File: src/rtl/gray_tracker.sv
// Gray-code tracker: decodes the counter's Gray output, checks for single-step moves,
// counts max->0 wraps and latches Overflow. Define GRAY_BIDIR_EN to also accept decrements.
module gray_tracker #(
    parameter int unsigned WIDTH = 3,
    parameter int unsigned CNT_W = 8
) (
    input  logic             Clk,
    input  logic             Reset,
    input  logic             En,
    input  logic             Clear,
    input  logic [WIDTH-1:0] Gray_in,
    input  logic             Overflow_in,
    output logic [WIDTH-1:0] Bin_out,
    output logic             Bin_valid,
    output logic [CNT_W-1:0] Wrap_count,
    output logic             Ovf_seen,
    output logic             Step_err
);

    typedef enum logic [1:0] {
        ST_SYNC  = 2'd0,
        ST_TRACK = 2'd1,
        ST_ERROR = 2'd2
    } state_t;

    state_t           state_q, state_d;
    logic [WIDTH-1:0] prev_q, prev_d;
    logic [WIDTH-1:0] bin_q, bin_d;
    logic             valid_q, valid_d;
    logic [CNT_W-1:0] wrap_q, wrap_d;
    logic             ovf_q, ovf_d;
    logic             err_q, err_d;

    logic [WIDTH-1:0] bin_n;
    logic [WIDTH-1:0] prev_inc;
    logic [WIDTH-1:0] prev_dec;

    // Each binary bit is the XOR of the Gray bits at and above it.
    always_comb begin
        bin_n = '0;
        for (int unsigned i = 0; i < WIDTH; i++) begin
            bin_n[i] = ^(Gray_in >> i);
        end
    end

    assign prev_inc = prev_q + WIDTH'(1);
    assign prev_dec = prev_q - WIDTH'(1);

    always_comb begin
        state_d = state_q;
        prev_d  = prev_q;
        bin_d   = bin_q;
        valid_d = valid_q;
        wrap_d  = wrap_q;
        ovf_d   = ovf_q;
        err_d   = err_q;

        if (Clear) begin
            state_d = ST_SYNC;
            valid_d = 1'b0;
            wrap_d  = '0;
            ovf_d   = 1'b0;
            err_d   = 1'b0;
        end else if (En) begin
            if (Overflow_in) begin
                ovf_d = 1'b1;
            end
            case (state_q)
                ST_SYNC: begin
                    prev_d  = bin_n;
                    bin_d   = bin_n;
                    valid_d = 1'b1;
                    state_d = ST_TRACK;
                end
                ST_TRACK: begin
                    if (bin_n == prev_q) begin
                        // Repeated code: legal hold, nothing changes.
                    end else if (bin_n == prev_inc) begin
                        prev_d = bin_n;
                        bin_d  = bin_n;
                        if (prev_q == '1 && wrap_q != '1) begin
                            wrap_d = wrap_q + CNT_W'(1);
                        end
`ifdef GRAY_BIDIR_EN
                    end else if (bin_n == prev_dec) begin
                        prev_d = bin_n;
                        bin_d  = bin_n;
`endif
                    end else begin
                        prev_d  = bin_n;
                        bin_d   = bin_n;
                        valid_d = 1'b0;
                        err_d   = 1'b1;
                        state_d = ST_ERROR;
                    end
                end
                ST_ERROR: begin
                    prev_d  = bin_n;
                    bin_d   = bin_n;
                    valid_d = 1'b0;
                end
                default: begin
                    state_d = ST_SYNC;
                    valid_d = 1'b0;
                end
            endcase
        end
    end

    always_ff @(posedge Clk or negedge Reset) begin
        if (!Reset) begin
            state_q <= ST_SYNC;
            prev_q  <= '0;
            bin_q   <= '0;
            valid_q <= 1'b0;
            wrap_q  <= '0;
            ovf_q   <= 1'b0;
            err_q   <= 1'b0;
        end else begin
            state_q <= state_d;
            prev_q  <= prev_d;
            bin_q   <= bin_d;
            valid_q <= valid_d;
            wrap_q  <= wrap_d;
            ovf_q   <= ovf_d;
            err_q   <= err_d;
        end
    end

    // prev_dec is only consulted when decrements are accepted.
    logic unused_dec;
    assign unused_dec = ^prev_dec;

    assign Bin_out    = bin_q;
    assign Bin_valid  = valid_q;
    assign Wrap_count = wrap_q;
    assign Ovf_seen   = ovf_q;
    assign Step_err   = err_q;

endmodule

File: config.mk
export PLATFORM = sky130hd
export DESIGN_NAME = gray_tracker
export DESIGN_NICKNAME = d
export VERILOG_FILES = /design/src/rtl/gray_tracker.sv
export SDC_FILE = /design/constraint.sdc
export NUM_CORES = 1
export LEC_CHECK = 0
export ABC_AREA = 1
export CORE_MARGIN = 3
export CORE_UTILIZATION = 50
export DETAILED_ROUTE_END_ITERATION = 16
export GPL_TIMING_DRIVEN = 0
export MAX_ROUTING_LAYER = met4
export PLACE_DENSITY = 0.77
export REMOVE_ABC_BUFFERS = 1
export SETUP_SLACK_MARGIN = 0.3
export SYNTH_ARGS = -nofsm -noshare
export SYNTH_HDL_FRONTEND = slang
export SYNTH_SLANG_ARGS = --single-unit
File: constraint.sdc
create_clock -name Clk -period 2.2 [get_ports Clk]
set_input_delay 0.55 -clock Clk [delete_from_list [all_inputs] [get_ports Clk]]
set_output_delay 0.55 -clock Clk [all_outputs]
set_load 0.02 [all_outputs]
==> results of run 1 <==
## layout make-up
class / count / area share [%]
well taps: 27 / 2.42
repair buffers: 22 / 15.0
flip-flops and latches: 16 / 28.8
multi-input cells: 102 / 46.8
inverters: 15 / 4.40
clock buffers: 4 / 2.60
## worst max path at each step
stage	to	depth (start not counted)
floorplan	Wrap_count[4]	10
global placement	Wrap_count[1]	10
detailed placement	Wrap_count[7]	10
CTS	Wrap_count[7]	10
global route	Wrap_count[5]	6
finish	Wrap_count[4]	6
## critical path, stage by stage
cell                              delay (ns)
sky130_fd_sc_hd__clkdlybuf4s50_1        0.60
sky130_fd_sc_hd__inv_1                  0.25
sky130_fd_sc_hd__o21ai_1                0.33
sky130_fd_sc_hd__nand3_4                0.25
sky130_fd_sc_hd__nand2_2                0.13
sky130_fd_sc_hd__o21ai_2                0.05
## registers in the layout (all words and copies together), names as in the netlist
signal	cells
Wrap_count	8
Bin_out	3
state_q	2
Bin_valid	1
Ovf_seen	1
Step_err	1
## where the power goes
part | leakage [nW] | internal, mW | switching (mW) | total (mW)
logic | 0.473 | 0.164 | 0.221 | 0.385
clock network | 0.0210 | 0.101 | 0.102 | 0.203
registers | 0.212 | 0.337 | 0.0564 | 0.393
## placed cells by master, fill, tap and decap left out, drive strengths merged, types with 2 or more instances in the layout
cell type	Yosys	routed
a21oi	3	3
clkbuf	0	4
clkdlybuf4s50	0	8
dfrtp	16	16
dlygate4sd2	0	11
dlymetal6s2s	0	2
ha	3	3
inv	14	14
nand2	45	45
nand3	17	18
nand3b	3	3
nand4	3	3
nor2	6	6
o21ai	10	10
or2	4	4
xor2	3	3
## cell families (layout without fill, tap and decap cells)
kind of cell | Yosys count | after routing | share of synthesized area (%)
xor+xnor | 4 | 4 | 3.22
buf+inv | 19 | 41 | 9.18
simple gates | 79 | 80 | 37.2
compound gates | 15 | 15 | 10.2
flops | 16 | 16 | 36.7
fa+ha+maj | 3 | 3 | 3.44
## routing by layer
metal  share of wire [%]  track usage, %
met1                  45            23.5
met2                  51            33.5
met3                 3.3            4.27
met4                0.71            3.83
met5                   0               -
## stage by stage
stage	hold slack, ns	area, um^2
after floorplan	0.254	1050
after global placement	0.463	1290
after detailed placement	0.475	1290
after CTS	0.501	1350
after global routing	0.543	1390
final	0.492	1390
## what timing repair did
| action | CTS | global route |
|---|---|---|
| cloned | 1 | 0 |
| pin swaps | 2 | 8 |
| gates resized for setup | 15 | 12 |
| buffers inserted | 1 | 0 |
| endpoints found under the setup margin | 21 | 14 |
==> results.ini, run 1 <==
[route]
initialDrtViolationCount = 16
wl_per_cell_um = 12.8
vias_per_cell = 5.22
wirelength_um = 2390
drcViolationCount = 0
drt_pre_antenna_iters = 4
detailroute.via_count = 970
final_antenna_net_count = 0

[layout]
fill_cells = 168
layout.area.seq_um2 = 402
num-nets-final = 171
area_growth_pct = 27.9
multi_input_gate_area_in_the_final_layout_um2 = 652
antenna_cells = 0
final_layout_size_suffix_gt1_share_pct = 28.9
finalCoreUtilization_pct = 68.9
final_cell_count_no_fill = 186

[yosys]
ys_seq_area_share_pct = 36.7
synthDominantAreaCellType = sky130_fd_sc_hd__dfrtp_1
netlist_top_cells_area = sky130_fd_sc_hd__dfrtp_1, sky130_fd_sc_hd__nand2_1, sky130_fd_sc_hd__o21ai_2
ys_seq_elements = 16
synthArstFlopShare_pct = 100
synth_edf_count = 0
synth_top_cells_by_count = sky130_fd_sc_hd__nand2_1, sky130_fd_sc_hd__dfrtp_1, sky130_fd_sc_hd__inv_1, sky130_fd_sc_hd__nand3_1, sky130_fd_sc_hd__nand2_2
synthesis.area_per_instance_um2 = 8.01
synth_top_area_share_pct = 36.7
synthCells = 136
synth_warnings = 0
post-synth-top-count-cell = sky130_fd_sc_hd__nand2_1
synth_ff_type = sky130_fd_sc_hd__dfrtp_1
yosysUniqueCellTypes = 25
synthesis.area_um2 = 1090

[global_route]
grt_pass1_wl_um = 3910
antenna_found_initial = 0
grt.total_usage_pct = 19.5
first_global_vias = 910
grt.overflow.total = 0
grt_max_degree = 17

[floorplanning]
core.rowCount = 16
coreArea_um2 = 2020
die_area_um2 = 2780
initial_core_util_pct = 53.9
die_x_um = 52.7
ios = 22
dieHeight_um = 52.7

[timing]
setup_total_negative_slack_ns = 0
timing.clock.skew_ns = 0.00385
slew_headroom_pct = 50.4
finalHoldViolCount = 0
tightestPinTransition_ns = 0.742
peak_clock_frequency_supported_by_timing_mhz = 508
final_critical_path_setup_slack_ns = 0.233
max_slew_violation_total_from_the_final_report = 0
timing.final.crit_share_pct = 89.4
report.final.setup_viol = 0
finalWorstPathRequiredPeriod_ns = 1.97
setup_repair_after_global_routing_missed_its_margin = yes

[worst_setup_path]
critical_path_arrival_ns = 2.16
critical_path.startpoint = Clear
timing.reg2reg.setup_slack_ns = 0.29
critical_path_required_ns = 2.39
criticalPathCategory = in2reg
reg2reg_from = Bin_out[0]
critPathMaxFanout = 11
critical_path_endpoint_category = register
worst_r2r_path_depth = 10
critical_path.startpoint_type = input port
worst_r2r_endpoint = Wrap_count[4]

[hold_path]
worstHoldEndpoint = Bin_valid
holdCritPathClass = reg2reg
hold_path.startpoint = Bin_valid
holdPathStages = 2

[place]
detailed_place_hpwl_um = 1650
placement.setup.worst_slack_ns = -0.167
post-place-cells = 180
gp_routability_congestion = 0.886
buffer_ports.inserted = 21

[clock_network]
ctsLongestPathBuffers = 2
clk_transition_reported_paths_ns = 0.10
clock_sinks = 16
cts_buffers = 3
cts-hold-fix-buffers = 0
worst_skew_pair.late_latency_ns = 0.29
cts_max_level = 1
tritoncts_clock_tree = yes
cts_root_buffer_type = sky130_fd_sc_hd__clkbuf_4

[power]
power_density_relative_to_cell_area_nw_per_um2 = 704
post-layout-total-power_mw = 0.981
ir_drop_mv = 0.427
p_leak_nw = 0.706

[run_status]
outcome = finished clean

[run]
drv_cap = 0

Power figures use the tool's default switching activity.
==> run 2: changes to the inputs <==
--- a/config.mk
+++ b/config.mk
@@ -14,6 +14,7 @@
 export PLACE_DENSITY = 0.77
 export REMOVE_ABC_BUFFERS = 1
 export SETUP_SLACK_MARGIN = 0.3
+export SKIP_LAST_GASP = 1
 export SYNTH_ARGS = -nofsm -noshare
 export SYNTH_HDL_FRONTEND = slang
 export SYNTH_SLANG_ARGS = --single-unit
==> results of run 2 <==
The final DEF is identical to that of run 1; final timing and power are the same.
==> run 3: changes to the inputs <==
--- a/config.mk
+++ b/config.mk
@@ -12,7 +12,6 @@
 export GPL_TIMING_DRIVEN = 0
 export MAX_ROUTING_LAYER = met4
 export PLACE_DENSITY = 0.77
-export REMOVE_ABC_BUFFERS = 1
 export SETUP_SLACK_MARGIN = 0.3
 export SKIP_LAST_GASP = 1
 export SYNTH_ARGS = -nofsm -noshare
==> run 3 against run 2 <==
Effect of this change: clock power about the same; utilization up 4.8 points; register-to-register slack better by 0.09 ns; setup slack better by 0.15 ns; wire length up 5.9%; global-route usage up 0.66 points; critical path type is now reg2reg; via count up 3.0%; first-iteration DRC count down 19%; sequential power down 3%; maximum frequency up 8.2%; sequential share of layout area down 1.9 points; die area unchanged; largest power group is now combinational logic.
==> results.ini, run 3 (synthesis gave the netlist of run 1 again) <==
[power]
power_density_relative_to_cell_area_nw_per_um2 = 697  ; -1.1%
switching_power_mw = 0.384  ; +1.3%
sequentialPowerShare_pct = 36.9  ; -3.2 points
internal_power_mw = 0.654  ; +8.6%
fraction_of_power_consumed_by_the_clock_network_pct = 19.4  ; -1.3 points
ir_drop_mv = 0.420  ; -1.7%
share_comb_of_total_power_pct = 43.8  ; +4.6 points
p_leak_nw = 0.789  ; +12%
sw_frac_of_total_pct = 37.0  ; -1.6 points

[layout]
final_layout_size_suffix_gt1_share_pct = 29.2  ; +0.24 points
mostFrequentLayoutCell = sky130_fd_sc_hd__nand2_1
fill_cells = 142  ; -15%
largest_register_ff_count = 8  ; unchanged
antenna_cells = 0  ; unchanged
layout.area.seq_um2 = 402  ; unchanged
multi_input_gate_area_in_the_final_layout_um2 = 622  ; -4.6%
area_growth_pct = 36.7
final_cell_count_no_fill = 195  ; +4.8%
mostFrequentLayoutCells = sky130_fd_sc_hd__nand2_1, sky130_fd_sc_hd__dfrtp_1, sky130_fd_sc_hd__inv_1
finalCoreUtilization_pct = 73.7  ; +4.8 points
num-nets-final = 180  ; +5.3%

[clock_network]
worst_skew_pair.late_latency_ns = 0.30  ; about the same
cts_buffers = 3  ; unchanged
ctsLongestPathBuffers = 2  ; unchanged
cts_root_buffer_type = sky130_fd_sc_hd__clkbuf_4
clock_sinks = 16  ; unchanged
cts_max_level = 1  ; unchanged
tritoncts_clock_tree = yes
cts-hold-fix-buffers = 0  ; unchanged
clk_transition_reported_paths_ns = 0.11  ; about the same

[floorplanning]
die_x_um = 52.7  ; unchanged
dieHeight_um = 52.7  ; unchanged
core.rowCount = 16  ; unchanged
initial_core_util_pct = 53.9  ; unchanged
coreArea_um2 = 2020  ; unchanged
die_area_um2 = 2780  ; unchanged
ios = 22  ; unchanged

[hold_path]
holdCritPathClass = reg2reg

[route]
initialDrtViolationCount = 13  ; -3
wl_per_cell_um = 12.9  ; +0.98%
final_antenna_net_count = 0  ; unchanged
drcViolationCount = 0  ; unchanged
vias_per_cell = 5.12  ; -1.8%
drt_pre_antenna_iters = 5  ; +1
wirelength_um = 2530  ; +5.9%
detailroute.via_count = 999  ; +3.0%

[timing]
timing.final.crit_share_pct = 82.6  ; -6.8 points
setup_repair_after_global_routing_missed_its_margin = yes
finalWorstPathRequiredPeriod_ns = 1.82  ; -0.149 ns
slew_headroom_pct = 48.8  ; -1.6 points
setup_total_negative_slack_ns = 0  ; unchanged
tightestPinTransition_ns = 0.766  ; +0.0232 ns
report.final.setup_viol = 0  ; unchanged
peak_clock_frequency_supported_by_timing_mhz = 550  ; +8.2%
timing.clock.skew_ns = 0.0128  ; +0.00896 ns
max_slew_violation_total_from_the_final_report = 0  ; unchanged
finalHoldViolCount = 0  ; unchanged

[place]
buffer_ports.inserted = 20  ; -4.8%
gp_routability_congestion = 0.769  ; -13%
detailed_place_hpwl_um = 1820  ; +10%
post-place-cells = 183  ; +1.7%

[global_route]
gr-usage-met1_pct = 21.9  ; -1.6 points
first_global_vias = 978  ; +7.5%
grt_use_met2_pct = 35.7  ; +2.3 points
met3_usage_pct = 5.98  ; +1.7 points
grt_pass1_wl_um = 4020  ; +3.0%
grt.overflow.total = 0  ; unchanged
grt_max_degree = 17  ; unchanged
grt.busiest_layer = met2
antenna_found_initial = 0  ; unchanged
grt.total_usage_pct = 20.2  ; +0.66 points

[worst_setup_path]
critical_path.startpoint_type = register
critPathMaxFanout = 4  ; -7
critical_path.slowest_cell = sky130_fd_sc_hd__dfrtp_2
path_cells = ha_4, ha_4, xnor2_2, nand2_1, nor2_2, nand3_2, nand2_2, nand3_4, buf_6, nand2_1, o21ai_2
critical_path_required_ns = 2.38  ; about the same
worst_path_largest_cell_delay_ns = 0.44  ; -0.16 ns
criticalPathCategory = reg2reg
critical_path_arrival_ns = 2.00  ; -0.16 ns
cp_top_family = simple AND/OR/NAND/NOR gates
critical_path_endpoint_category = register
crit_buf_inv = 1  ; -1

[run_status]
outcome = finished clean

[yosys]
synth_nets = 147

[run]
drv_cap = 0  ; unchanged

run 3: area by class of cell:
type / instances / share of cell area, %
Buffer: 4 / 2.85
Sequential cell: 16 / 27.0
Clock buffer: 4 / 2.43
Multi-Input combinational cell: 101 / 41.7
Inverter: 15 / 4.11
Tap cell: 27 / 2.27
Timing Repair Buffer: 28 / 19.6
run 3: power by group through the flow:
| stage | sequential, mW | clock, mW | combinational [mW] |
|---|---|---|---|
| final | 0.383 | 0.201 | 0.454 |
| after global routing | 0.391 | 0.212 | 0.497 |
| after CTS | 0.378 | 0.204 | 0.445 |
| after detailed placement | 0.389 | 0 | 0.382 |
| after global placement | 0.386 | 0 | 0.369 |
| after floorplan | 0.429 | 0 | 0.201 |
run 3: metrics by stage:
stage,instance area (um^2),power (mW),setup WS [ns],hold slack (ns)
after floorplan,1090,0.631,0.313,0.254
after global placement,1330,0.756,0.0766,0.460
after detailed placement,1330,0.771,0.0150,0.477
after CTS,1460,1.03,0.258,0.503
after global routing,1490,1.10,0.273,0.543
final,1490,1.04,0.382,0.494
run 3: repair_timing:
action                                  in CTS  in global routing
gates cloned                                 1                  0
buffers inserted                             7                  0
endpoints found under the setup margin      14                 18
gates resized for setup                     11                  9
pin swaps                                    5                  1
run 3: metal layers:
metal | vias up | wire length, um | part of all wire [%]
met5 | - | 0 | 0
met1 | 469 | 1070 | 42
met3 | 6 | 83 | 3.3
li1 | 505 | - | -
met4 | 0 | 41 | 1.6
met2 | 19 | 1330 | 53
run 3: worst paths after layout:
path	startpoint	end	slack, ns	depth (start not counted)
max	Bin_out[0]	Wrap_count[1]	0.38	11
min	Bin_valid	Bin_valid	0.49	2
max reg2reg	Bin_out[0]	Wrap_count[1]	0.38	11
min reg2reg	Bin_valid	Bin_valid	0.49	2
max in group asynchronous	Reset	Bin_out[0]	0.99	1
min in group asynchronous	Reset	Wrap_count[5]	0.69	1
run 3: worst register-to-register path, cell delays in order, from the launching register on:
cell and delay (ns):
sky130_fd_sc_hd__dfrtp_2 0.44, sky130_fd_sc_hd__ha_4 0.17, sky130_fd_sc_hd__ha_4 0.26, sky130_fd_sc_hd__xnor2_2 0.10, sky130_fd_sc_hd__nand2_1 0.07, sky130_fd_sc_hd__nor2_2 0.10, sky130_fd_sc_hd__nand3_2 0.08, sky130_fd_sc_hd__nand2_2 0.09
sky130_fd_sc_hd__nand3_4 0.12, sky130_fd_sc_hd__buf_6 0.16, sky130_fd_sc_hd__nand2_1 0.06, sky130_fd_sc_hd__o21ai_2 0.05
